--- config.mk ---
export PLATFORM = sky130hd
export DESIGN_NAME = spcpu_fetch_unit
export DESIGN_NICKNAME = d
export VERILOG_FILES = /design/src/rtl/spcpu_fetch_unit_pkg.sv /design/src/rtl/instr_group_decoder.sv /design/src/rtl/spcpu_fetch_unit_fifo.sv /design/src/rtl/spcpu_fetch_unit.sv
export SDC_FILE = /design/constraint.sdc
export NUM_CORES = 1
export LEC_CHECK = 0
export BUFFER_PORTS_ARGS = -buffer_cell sky130_fd_sc_hd__buf_2
export CAP_MARGIN = 5
export CORE_UTILIZATION = 58
export DETAILED_ROUTE_END_ITERATION = 6
export PLACE_DENSITY = 0.78
export SLEW_MARGIN = 30
export SYNTH_ARGS = -nofsm -noshare
export SYNTH_HDL_FRONTEND = slang
export SYNTH_SLANG_ARGS = --single-unit
--- constraint.sdc ---
create_clock -name clk -period 3.2 [get_ports clk]
set_input_delay 0.64 -clock clk [delete_from_list [all_inputs] [get_ports clk]]
set_output_delay 0.64 -clock clk [all_outputs]
set_load 0.05 [all_outputs]
--- src/rtl/spcpu_fetch_unit_pkg.sv ---
// Shared types for the instruction fetch unit: FSM states, prefetch FIFO entry
// and the instruction group that marks a 32-bit encoding.
package pkg_fetch;

    localparam int FETCH_ADDR_MAX = 32;
    localparam logic [2:0] GRP_32BIT = 3'd5;

    typedef enum logic {
        FETCH = 1'b0,
        DRAIN = 1'b1
    } fetch_state_t;

    // Addresses are stored zero-extended so one entry type serves every ADDR_W up to 32.
    typedef struct packed {
        logic [FETCH_ADDR_MAX-1:0] addr;
        logic [15:0]               data;
    } fetch_entry_t;

endpackage

--- src/rtl/instr_group_decoder.sv ---
// Major-group decode of an instruction halfword; group 5 (instr_grp_5) is the
// prefix of a two-halfword instruction.
module instr_group_decoder (
    input  logic [15:0] halfword,
    output logic [2:0]  instr_group
);

    assign instr_group = halfword[15:13];

endmodule

--- src/rtl/spcpu_fetch_unit_fifo.sv ---
// Prefetch circular buffer: show-ahead head and head+1 data, pops of one or two
// entries, simultaneous push/pop, and a flush that empties it in one cycle.
module spcpu_fetch_fifo
    import pkg_fetch::*;
#(
    parameter int DEPTH = 4,
    localparam int PTR_W = $clog2(DEPTH),
    localparam int CNT_W = PTR_W + 1
) (
    input  logic               clk,
    input  logic               reset,
    input  logic               flush,
    input  logic               push,
    input  fetch_entry_t       push_entry,
    input  logic               pop_one,
    input  logic               pop_two,
    output fetch_entry_t       head_entry,
    output logic [15:0]        next_data,
    output logic [CNT_W-1:0]   count
);

    fetch_entry_t entries [DEPTH];
    logic [PTR_W-1:0] head_ptr;
    logic [PTR_W-1:0] tail_ptr;
    logic [PTR_W-1:0] head_ptr_p1;
    logic [1:0]       pop_n;

    assign pop_n       = pop_two ? 2'd2 : (pop_one ? 2'd1 : 2'd0);
    assign head_ptr_p1 = head_ptr + PTR_W'(1);
    assign head_entry  = entries[head_ptr];
    assign next_data   = entries[head_ptr_p1].data;

    always_ff @(posedge clk) begin
        if (push) begin
            entries[tail_ptr] <= push_entry;
        end
    end

    // Pointers wrap naturally because DEPTH is a power of two.
    always_ff @(posedge clk) begin
        if (reset || flush) begin
            head_ptr <= '0;
            tail_ptr <= '0;
            count    <= '0;
        end else begin
            if (push) begin
                tail_ptr <= tail_ptr + PTR_W'(1);
            end
            head_ptr <= head_ptr + PTR_W'(pop_n);
            count    <= count + CNT_W'(push) - CNT_W'(pop_n);
        end
    end

endmodule

--- src/rtl/spcpu_fetch_unit.sv ---
// Instruction fetch unit: halfword prefetch into a small FIFO, 16/32-bit
// instruction assembly at the head, and redirect handling with a DRAIN state.
module spcpu_fetch_unit
    import pkg_fetch::*;
#(
    parameter int              ADDR_W     = 16,
    parameter int              FIFO_DEPTH = 4,
    parameter logic [ADDR_W-1:0] RESET_PC = '0
) (
    input  logic              clk,
    input  logic              reset,
    output logic              mem_req,
    output logic [ADDR_W-1:0] mem_addr,
    input  logic              mem_ack,
    input  logic [15:0]       mem_rdata,
    input  logic              redirect,
    input  logic [ADDR_W-1:0] redirect_pc,
    output logic              instr_valid,
    input  logic              instr_ready,
    output logic [15:0]       instr_hi,
    output logic [15:0]       instr_lo,
    output logic              instr_is_32,
    output logic [ADDR_W-1:0] instr_pc
);

    localparam int CNT_W = $clog2(FIFO_DEPTH) + 1;

    fetch_state_t      state;
    logic [ADDR_W-1:0] fetch_addr;
    logic [ADDR_W-1:0] pending_pc;
    logic [ADDR_W-1:0] redirect_target;
    logic [CNT_W-1:0]  fifo_count;
    fetch_entry_t      head_entry;
    fetch_entry_t      push_entry;
    logic [15:0]       next_data;
    logic [2:0]        head_group;
    logic              head_is_32;
    logic              have_instr;
    logic              ack_taken;
    logic              push;
    logic              pop_one;
    logic              pop_two;

    assign redirect_target = {redirect_pc[ADDR_W-1:1], 1'b0};
    assign mem_req   = !reset && ((state == DRAIN) || (fifo_count < CNT_W'(FIFO_DEPTH)));
    assign mem_addr  = fetch_addr;
    assign ack_taken = mem_req && mem_ack;

    // Data acked alongside a redirect, or while draining, belongs to the old stream.
    assign push       = (state == FETCH) && ack_taken && !redirect;
    assign push_entry = '{addr: FETCH_ADDR_MAX'(fetch_addr), data: mem_rdata};

    assign head_is_32 = (head_group == GRP_32BIT);
    assign have_instr = head_is_32 ? (fifo_count >= CNT_W'(2)) : (fifo_count != '0);
    assign pop_one    = have_instr && instr_ready && !redirect && !head_is_32;
    assign pop_two    = have_instr && instr_ready && !redirect && head_is_32;

    assign instr_valid = have_instr;
    assign instr_is_32 = have_instr && head_is_32;
    assign instr_hi    = have_instr ? head_entry.data : '0;
    assign instr_lo    = (have_instr && head_is_32) ? next_data : '0;
    assign instr_pc    = have_instr ? ADDR_W'(head_entry.addr) : '0;

    // An outstanding unacked request must complete at its original address, so a
    // redirect then parks the target in pending_pc until the ack arrives.
    always_ff @(posedge clk) begin
        if (reset) begin
            state      <= FETCH;
            fetch_addr <= RESET_PC;
            pending_pc <= '0;
        end else begin
            case (state)
                FETCH: begin
                    if (redirect) begin
                        if (mem_req && !mem_ack) begin
                            state      <= DRAIN;
                            pending_pc <= redirect_target;
                        end else begin
                            fetch_addr <= redirect_target;
                        end
                    end else if (ack_taken) begin
                        fetch_addr <= fetch_addr + ADDR_W'(2);
                    end
                end
                DRAIN: begin
                    if (mem_ack) begin
                        state      <= FETCH;
                        fetch_addr <= redirect ? redirect_target : pending_pc;
                    end else if (redirect) begin
                        pending_pc <= redirect_target;
                    end
                end
                default: state <= FETCH;
            endcase
        end
    end

    spcpu_fetch_fifo #(
        .DEPTH(FIFO_DEPTH)
    ) u_fifo (
        .clk        (clk),
        .reset      (reset),
        .flush      (redirect),
        .push       (push),
        .push_entry (push_entry),
        .pop_one    (pop_one),
        .pop_two    (pop_two),
        .head_entry (head_entry),
        .next_data  (next_data),
        .count      (fifo_count)
    );

    instr_group_decoder u_group_dec (
        .halfword    (head_entry.data),
        .instr_group (head_group)
    );

endmodule

==> results.py, run 1 <==
metrics = {
    "status": {
        "outcome": "complete, no violations",
    },
    "detailed_routing": {
        "avgViaCountPerCell": 5.91,
        "vias": 4810,
        "first_pass_iters": 5,
        "antenna_left": 0,
        "wl_per_cell_um": 19.3,
        "wirelength_mm": 15.7,
        "top_layer": "met4",
        "wl_met1_mm": 6.32,
        "wl_met2_mm": 8.18,
        "routed-wl-met3_mm": 1.00,
        "drt_iter0_drc": 414,
        "drc": 0,
    },
    "global_routing": {
        "grt_use_total": 0.252,
        "grt-ovfl-total": 0,
        "grt_max_degree": 42,
        "grt_pass1_wl_mm": 25.3,
        "grt_pass1_vias": 4865,
        "antenna_found_initial": 0,
    },
    "cells_and_area": {
        "nets": 674,
        "antenna_cells": 0,
        "num-fill-cells": 850,
        "area_delta_synth_final_pct": 18.4,
        "drive_gt1_frac": 0.338,
        "finalNonFillerCells": 814,
        "finish.instance_area_mm2": 0.00904,
    },
    "placed_design": {
        "place_area_mm2": 0.00836,
        "pre_cts_ws_ps": 320,
        "io_buffers": 102,
        "placed_cells": 777,
        "place_congestion": 0.787,
        "dp_hpwl_mm": 10.1,
    },
    "logic_synthesis": {
        "syn_area_mm2": 0.00763,
        "async_flop_share": 0,
        "synth_largest_area_cell": "edfxtp_1",
        "synthTopCellsByCount": "edfxtp_1 (128), mux4_2 (48), dfxtp_1 (40)",
        "ys.flop_type": "edfxtp_1",
        "syn_inst": 521,
        "synth.most_common_cell": "edfxtp_1",
        "synth_edf_count": 128,
        "seq_area_frac_synth": 0.608,
        "avgSynthCellArea_um2": 14.7,
        "synth.net_count": 566,
        "synth_top_area_share": 0.503,
        "yosys-top-cells-area": "edfxtp_1 (50%), mux4_2 (14%), dfxtp_1 (10%)",
        "synth-seq-cells": 168,
        "yosysWarnings": 0,
        "ys_types": 54,
    },
    "timing": {
        "fin_setup_tns_ps": 0,
        "setup_slack_ps": 206,
        "finalClockSkew_ps": 9.64,
        "finalHoldViolCount": 0,
        "fin_crit_sh": 0.936,
        "fin_crit_ps": 2990,
        "rsz0062_at_grt": "false",
        "worst_pin_slew_ps": 538,
        "slew_headroom": 0.641,
        "max_freq_ghz": 0.334,
        "finalSetupViolCount": 0,
        "drv_slew": 0,
    },
    "clock_tree": {
        "cts_num_sinks": 168,
        "htree_levels": 4,
        "clk_latency_ps": 420,
        "clkTransAtPathRegs_ps": 70,
        "cts_tree": "built",
        "cts_buffers": 17,
        "clock_tree.buffer_depth": 2,
        "cts_root_buf": "clkbuf_16",
    },
    "setup_path": {
        "arrival_ps": 2350,
        "max_stage_delay_ps": 550,
        "crit_path_start_kind": "register",
        "required_ps": 2560,
        "end_kind": "output port",
        "cp_cell_sequence": "mux4_2 -> nand3b_4 -> nor2_4 -> buf_4 -> and2_1 -> buf_2",
        "worst-setup-path-type": "reg2out",
        "cp_max_fo": 17,
        "r2r_slack_ps": 620,
        "cp_slowest_cell": "mux4_2",
    },
    "floorplan": {
        "fp.dieH_um": 117,
        "row_count": 41,
        "initial_core_util": 0.600,
        "dieArea_mm2": 0.0136,
        "die_width_um": 117,
        "core_area_mm2": 0.0127,
        "io_pins": 104,
    },
    "power_and_ir_drop": {
        "power_leakage_uw": 0.00339,
        "ir_drop_v": 0.000309,
        "cellPowerDensity_mw_per_mm2": 540,
    },
    "job": {
        "drv_cap": 0,
    },
    "worst_hold_path": {
        "min_path_type": "in2reg",
    },
}
==> timing repair <==
action / 4_1_cts / 5_1_grt
setup endpoints to repair: 29 / 17
hold buffers: 0 / 0
buffers inserted: 2 / 3
pin swaps: 1 / 0
resized for setup: 1 / 0
==> where the power goes <==
group          leakage [uW]  internal [uW]  switching (uW)
sequential          0.00151           2380            41.7
clock              0.000296           1350             816
combinational       0.00159            104             196
==> state kept, by name, indices dropped and copies added, names as in the netlist <==
signal           cells
state                1
mem_addr            16
u_fifo.count         3
u_fifo.head_ptr      2
u_fifo.tail_ptr      2
pending_pc          16
u_fifo.entries     128
==> cell families (layout without fill, tap and decap cells) <==
kind of cell / count (synthesis) / count (layout) / synth area share
DFF: 168 / 168 / 0.608
muxes: 68 / 68 / 0.168
AOI/OAI and AO/OA: 62 / 62 / 0.0539
adders and majority gates: 8 / 8 / 0.0141
buffers and inverters: 48 / 169 / 0.0290
and+or+nand+nor: 163 / 163 / 0.122
xor gates and xnor gates: 4 / 4 / 0.00459
==> worst max-delay path, delay by kind of cell (launching register included) <==
kind | cells | cell delay, ps
buffers and inverters | 2 | 490
DFF | 1 | 420
muxes | 1 | 550
and+or+nand+nor | 3 | 480
==> metal layers <==
metal | up-vias | track usage
met2 | 199 | 0.435
met4 | 0 | 0.0979
li1 | 2223 | -
met1 | 2368 | 0.315
met3 | 20 | 0.0519
met5 | - | 0
==> final cells by class <==
class	instances	area (um^2)	share of cell area
inverters	13	48.8	0.00540
flip-flops and latches	168	4650	0.515
well taps	172	215	0.0238
multi-input cells	305	2770	0.307
clock inverters	11	173	0.0191
clock buffers	21	460	0.0510
repair buffers	124	713	0.0789
==> through the flow <==
step	total power [uW]	util	hold slack, ps
after floorplan	2660	-	463
after global placement	2750	0.657	474
after detailed placement	2760	0.657	488
after CTS	4900	0.708	419
after global routing	5020	0.710	420
final	4880	0.710	432
==> layout by cell type, fill, tap and decap left out, drive strengths merged, types with 8 or more instances in the layout <==
cell,n
mux4,48
a21oi,18
nor2,33
mux2i,19
inv,13
nand2,27
buf,124
clkbuf,21
dfxtp,40
nor2b,31
o21ai,18
edfxtp,128
and2,25
nand3,8
==> worst paths after layout <==
kind	endpoint	cells after the start	start
hold / removal	u_fifo.entries[0][14]	1	mem_rdata[14]
hold reg to reg	pending_pc[8]	2	pending_pc[8]
setup / recovery	instr_lo[15]	6	u_fifo.head_ptr[0]
setup reg to reg	u_fifo.count[2]	10	u_fifo.head_ptr[0]
Note: power is estimated with default switching activity, not from simulation.
==> inputs of run 2 (changes only) <==
--- a/config.mk
+++ b/config.mk
@@ -9,6 +9,7 @@
 export CAP_MARGIN = 5
 export CORE_UTILIZATION = 58
 export DETAILED_ROUTE_END_ITERATION = 6
+export GPL_ROUTABILITY_DRIVEN = 0
 export PLACE_DENSITY = 0.78
 export SLEW_MARGIN = 30
 export SYNTH_ARGS = -nofsm -noshare
==> constraint.sdc (replaced) <==
create_clock -name clk -period 2.85 [get_ports clk]
set_input_delay 0.57 -clock clk [delete_from_list [all_inputs] [get_ports clk]]
set_output_delay 0.57 -clock clk [all_outputs]
set_load 0.05 [all_outputs]
==> run 2 against run 1 <==
  * The run now ends with setup timing left
  * Count of clock-buffer cells in the layout decreased by 2
  * Cell count increased by 1.4%
  * Routed wire length increased by 9.4%
  * Utilization increased by 2.8 points
  * Hold slack got worse by 76 ps
  * Critical path depth increased by 1
  * Sequential power increased by 12%
  * Global-route usage increased by 0.063 points
  * Critical path type unchanged
  * Largest cell class unchanged
==> results.py, run 2 (synthesized netlist as in run 1, its figures left out) <==
metrics = {
    "power_and_ir_drop": {
        "swShare": 0.222,
        "combPwrFrac": 0.071,
        "pwr-share-clk": 0.418,
        "p_seq_frac": 0.511,
        "power_leakage_uw": 0.00349,
        "power_switching_uw": 1180,
        "ir_drop_v": 0.000383,
        "power.internal_uw": 4130,
        "p_total_uw": 5320,
        "cellPowerDensity_mw_per_mm2": 566,
    },
    "timing": {
        "worst_pin_slew_ps": 753,
        "drv_slew": 0,
        "fin_crit_sh": 1.03,
        "setup_slack_ps": -77.5,
        "finalHoldViolCount": 0,
        "fin_crit_ps": 2930,
        "finalSetupViolCount": 30,
        "whs_ps": 356,
        "slew_headroom": 0.492,
        "finalClockSkew_ps": 7.74,
        "rsz0062_at_grt": "true",
        "max_freq_ghz": 0.342,
    },
    "detailed_routing": {
        "wl_per_cell_um": 20.9,
        "first_pass_iters": 4,
        "antenna_left": 0,
        "avgViaCountPerCell": 6.07,
        "drt_iter0_drc": 362,
        "vias": 5010,
        "wirelength_mm": 17.2,
        "drc": 0,
    },
    "setup_path": {
        "worst-setup-path-type": "reg2out",
        "reg2regPathDepth": 11,
        "endpoint": "instr_pc[3]",
        "reg2reg_to": "u_fifo.count[2]",
        "cp.buffers_inverters": 3,
        "arrival_ps": 2360,
        "crit_path_start_kind": "register",
        "crit_cells": 7,
        "r2r-start": "u_fifo.entries[0][15]",
        "path_delay_family": "multiplexers",
        "required_ps": 2280,
        "cp_common_cell": "buf_12",
        "r2r_slack_ps": 80,
        "cp_slowest_cell": "mux4_2",
        "cp-startpoint": "u_fifo.entries[0][15]",
        "cp_max_fo": 12,
        "end_kind": "output port",
        "cp_cell_sequence": "mux4_2 -> nand3b_4 -> a21boi_4 -> buf_12 -> buf_12 -> nor2b_2 -> buf_6",
        "max_stage_delay_ps": 570,
    },
    "floorplan": {
        "fp.dieH_um": 117,
        "io_pins": 104,
        "row_count": 41,
        "die_width_um": 117,
        "initial_core_util": 0.600,
        "dieArea_mm2": 0.0136,
        "core_area_mm2": 0.0127,
    },
    "clock_tree": {
        "cts_root_buf": "clkbuf_16",
        "cts_buffers": 17,
        "clk_latency_ps": 430,
        "cts_num_sinks": 168,
        "htree_levels": 4,
        "clkTransAtPathRegs_ps": 60,
        "clock_tree.buffer_depth": 2,
        "cts_tree": "built",
    },
    "cells_and_area": {
        "num-fill-cells": 822,
        "antenna_cells": 0,
        "drive_gt1_frac": 0.371,
        "largest_reg_flops": 128,
        "nets": 685,
        "regMostFlops": "u_fifo.entries",
        "final_core_utilization": 0.738,
        "layout_commonest_cell": "edfxtp_1",
        "area_delta_synth_final_pct": 23.1,
        "final_cell_mix": "edfxtp_1 (128), buf_2 (54), mux4_2 (48)",
        "finish.instance_area_mm2": 0.00940,
    },
    "placed_design": {
        "io_buffers": 102,
        "dp_hpwl_mm": 10.6,
        "place_area_mm2": 0.00837,
    },
    "global_routing": {
        "grt-ovfl-total": 0,
        "antenna_found_initial": 0,
        "grt_pass1_vias": 4843,
        "grt_use_total": 0.253,
        "grt_pass1_wl_mm": 25.0,
        "grt_max_degree": 41,
    },
    "status": {
        "failed_checks": "setup timing",
        "outcome": "finished with violations",
    },
    "worst_hold_path": {
        "min_path_type": "in2reg",
    },
    "job": {
        "drv_cap": 0,
    },
}
-- run 2: changes by cell type in the layout (fill, tap and decap cells not counted), sizes merged --
cell,change
clkinvlp,-2
inv,+1
clkinv,+5
buf,+10
bufinv,-2
clkbuf,-1
-- run 2: cell type report --
cell class,count,area (um^2),area share
Multi-Input combinational cell,305,2820,0.300
Tap cell,172,215,0.0229
Timing Repair Buffer,135,1080,0.115
Clock buffer,19,453,0.0482
Clock inverter,13,128,0.0136
Inverter,13,48.8,0.00519
Sequential cell,168,4650,0.495
-- run 2: how the worst min path moves through the flow --
stage / from / endpoint / slack (ps) / cells after the start
2_1_floorplan: pending_pc[2] / pending_pc[2] / 460 / 2
3_3_place_gp: pending_pc[7] / pending_pc[7] / 470 / 2
3_5_place_dp: pending_pc[10] / pending_pc[10] / 490 / 2
4_1_cts: mem_rdata[12] / u_fifo.entries[2][12] / 340 / 1
5_1_grt: mem_rdata[14] / u_fifo.entries[0][14] / 350 / 1
6_report: mem_rdata[12] / u_fifo.entries[2][12] / 360 / 1
-- run 2: timing repair --
item                       CTS  global route
pin swaps                    0             2
hold buffers                 0             0
setup buffers                1             6
setup endpoints to repair   49            48
gates cloned                 0             3
resized for setup           22           120
-- run 2: power by group through the flow --
stage                     registers (uW)  clock network [uW]  logic [uW]
final                               2710                2220         377
after global routing                2720                2350         402
after CTS                           2710                2260         344
after detailed placement            2760                   0         339
after global placement              2760                   0         327
after floorplan                     2800                   0         190
-- run 2: metrics by stage --
stage | setup TNS (ps) | std cells | setup WS (ps)
after floorplan | 0 | 521 | 67.0
after global placement | 0 | 783 | 253
after detailed placement | 0 | 783 | 135
after CTS | -14.1 | 816 | -10.4
after global routing | -2170 | 825 | -107
final | -584 | 825 | -77.5
-- run 2: layer usage --
| layer | track usage | share of wire |
|---|---|---|
| met4 | 0.102 | 0.017 |
| met5 | 0 | 0 |
| met1 | 0.316 | 0.40 |
| met2 | 0.428 | 0.52 |
| met3 | 0.0602 | 0.066 |
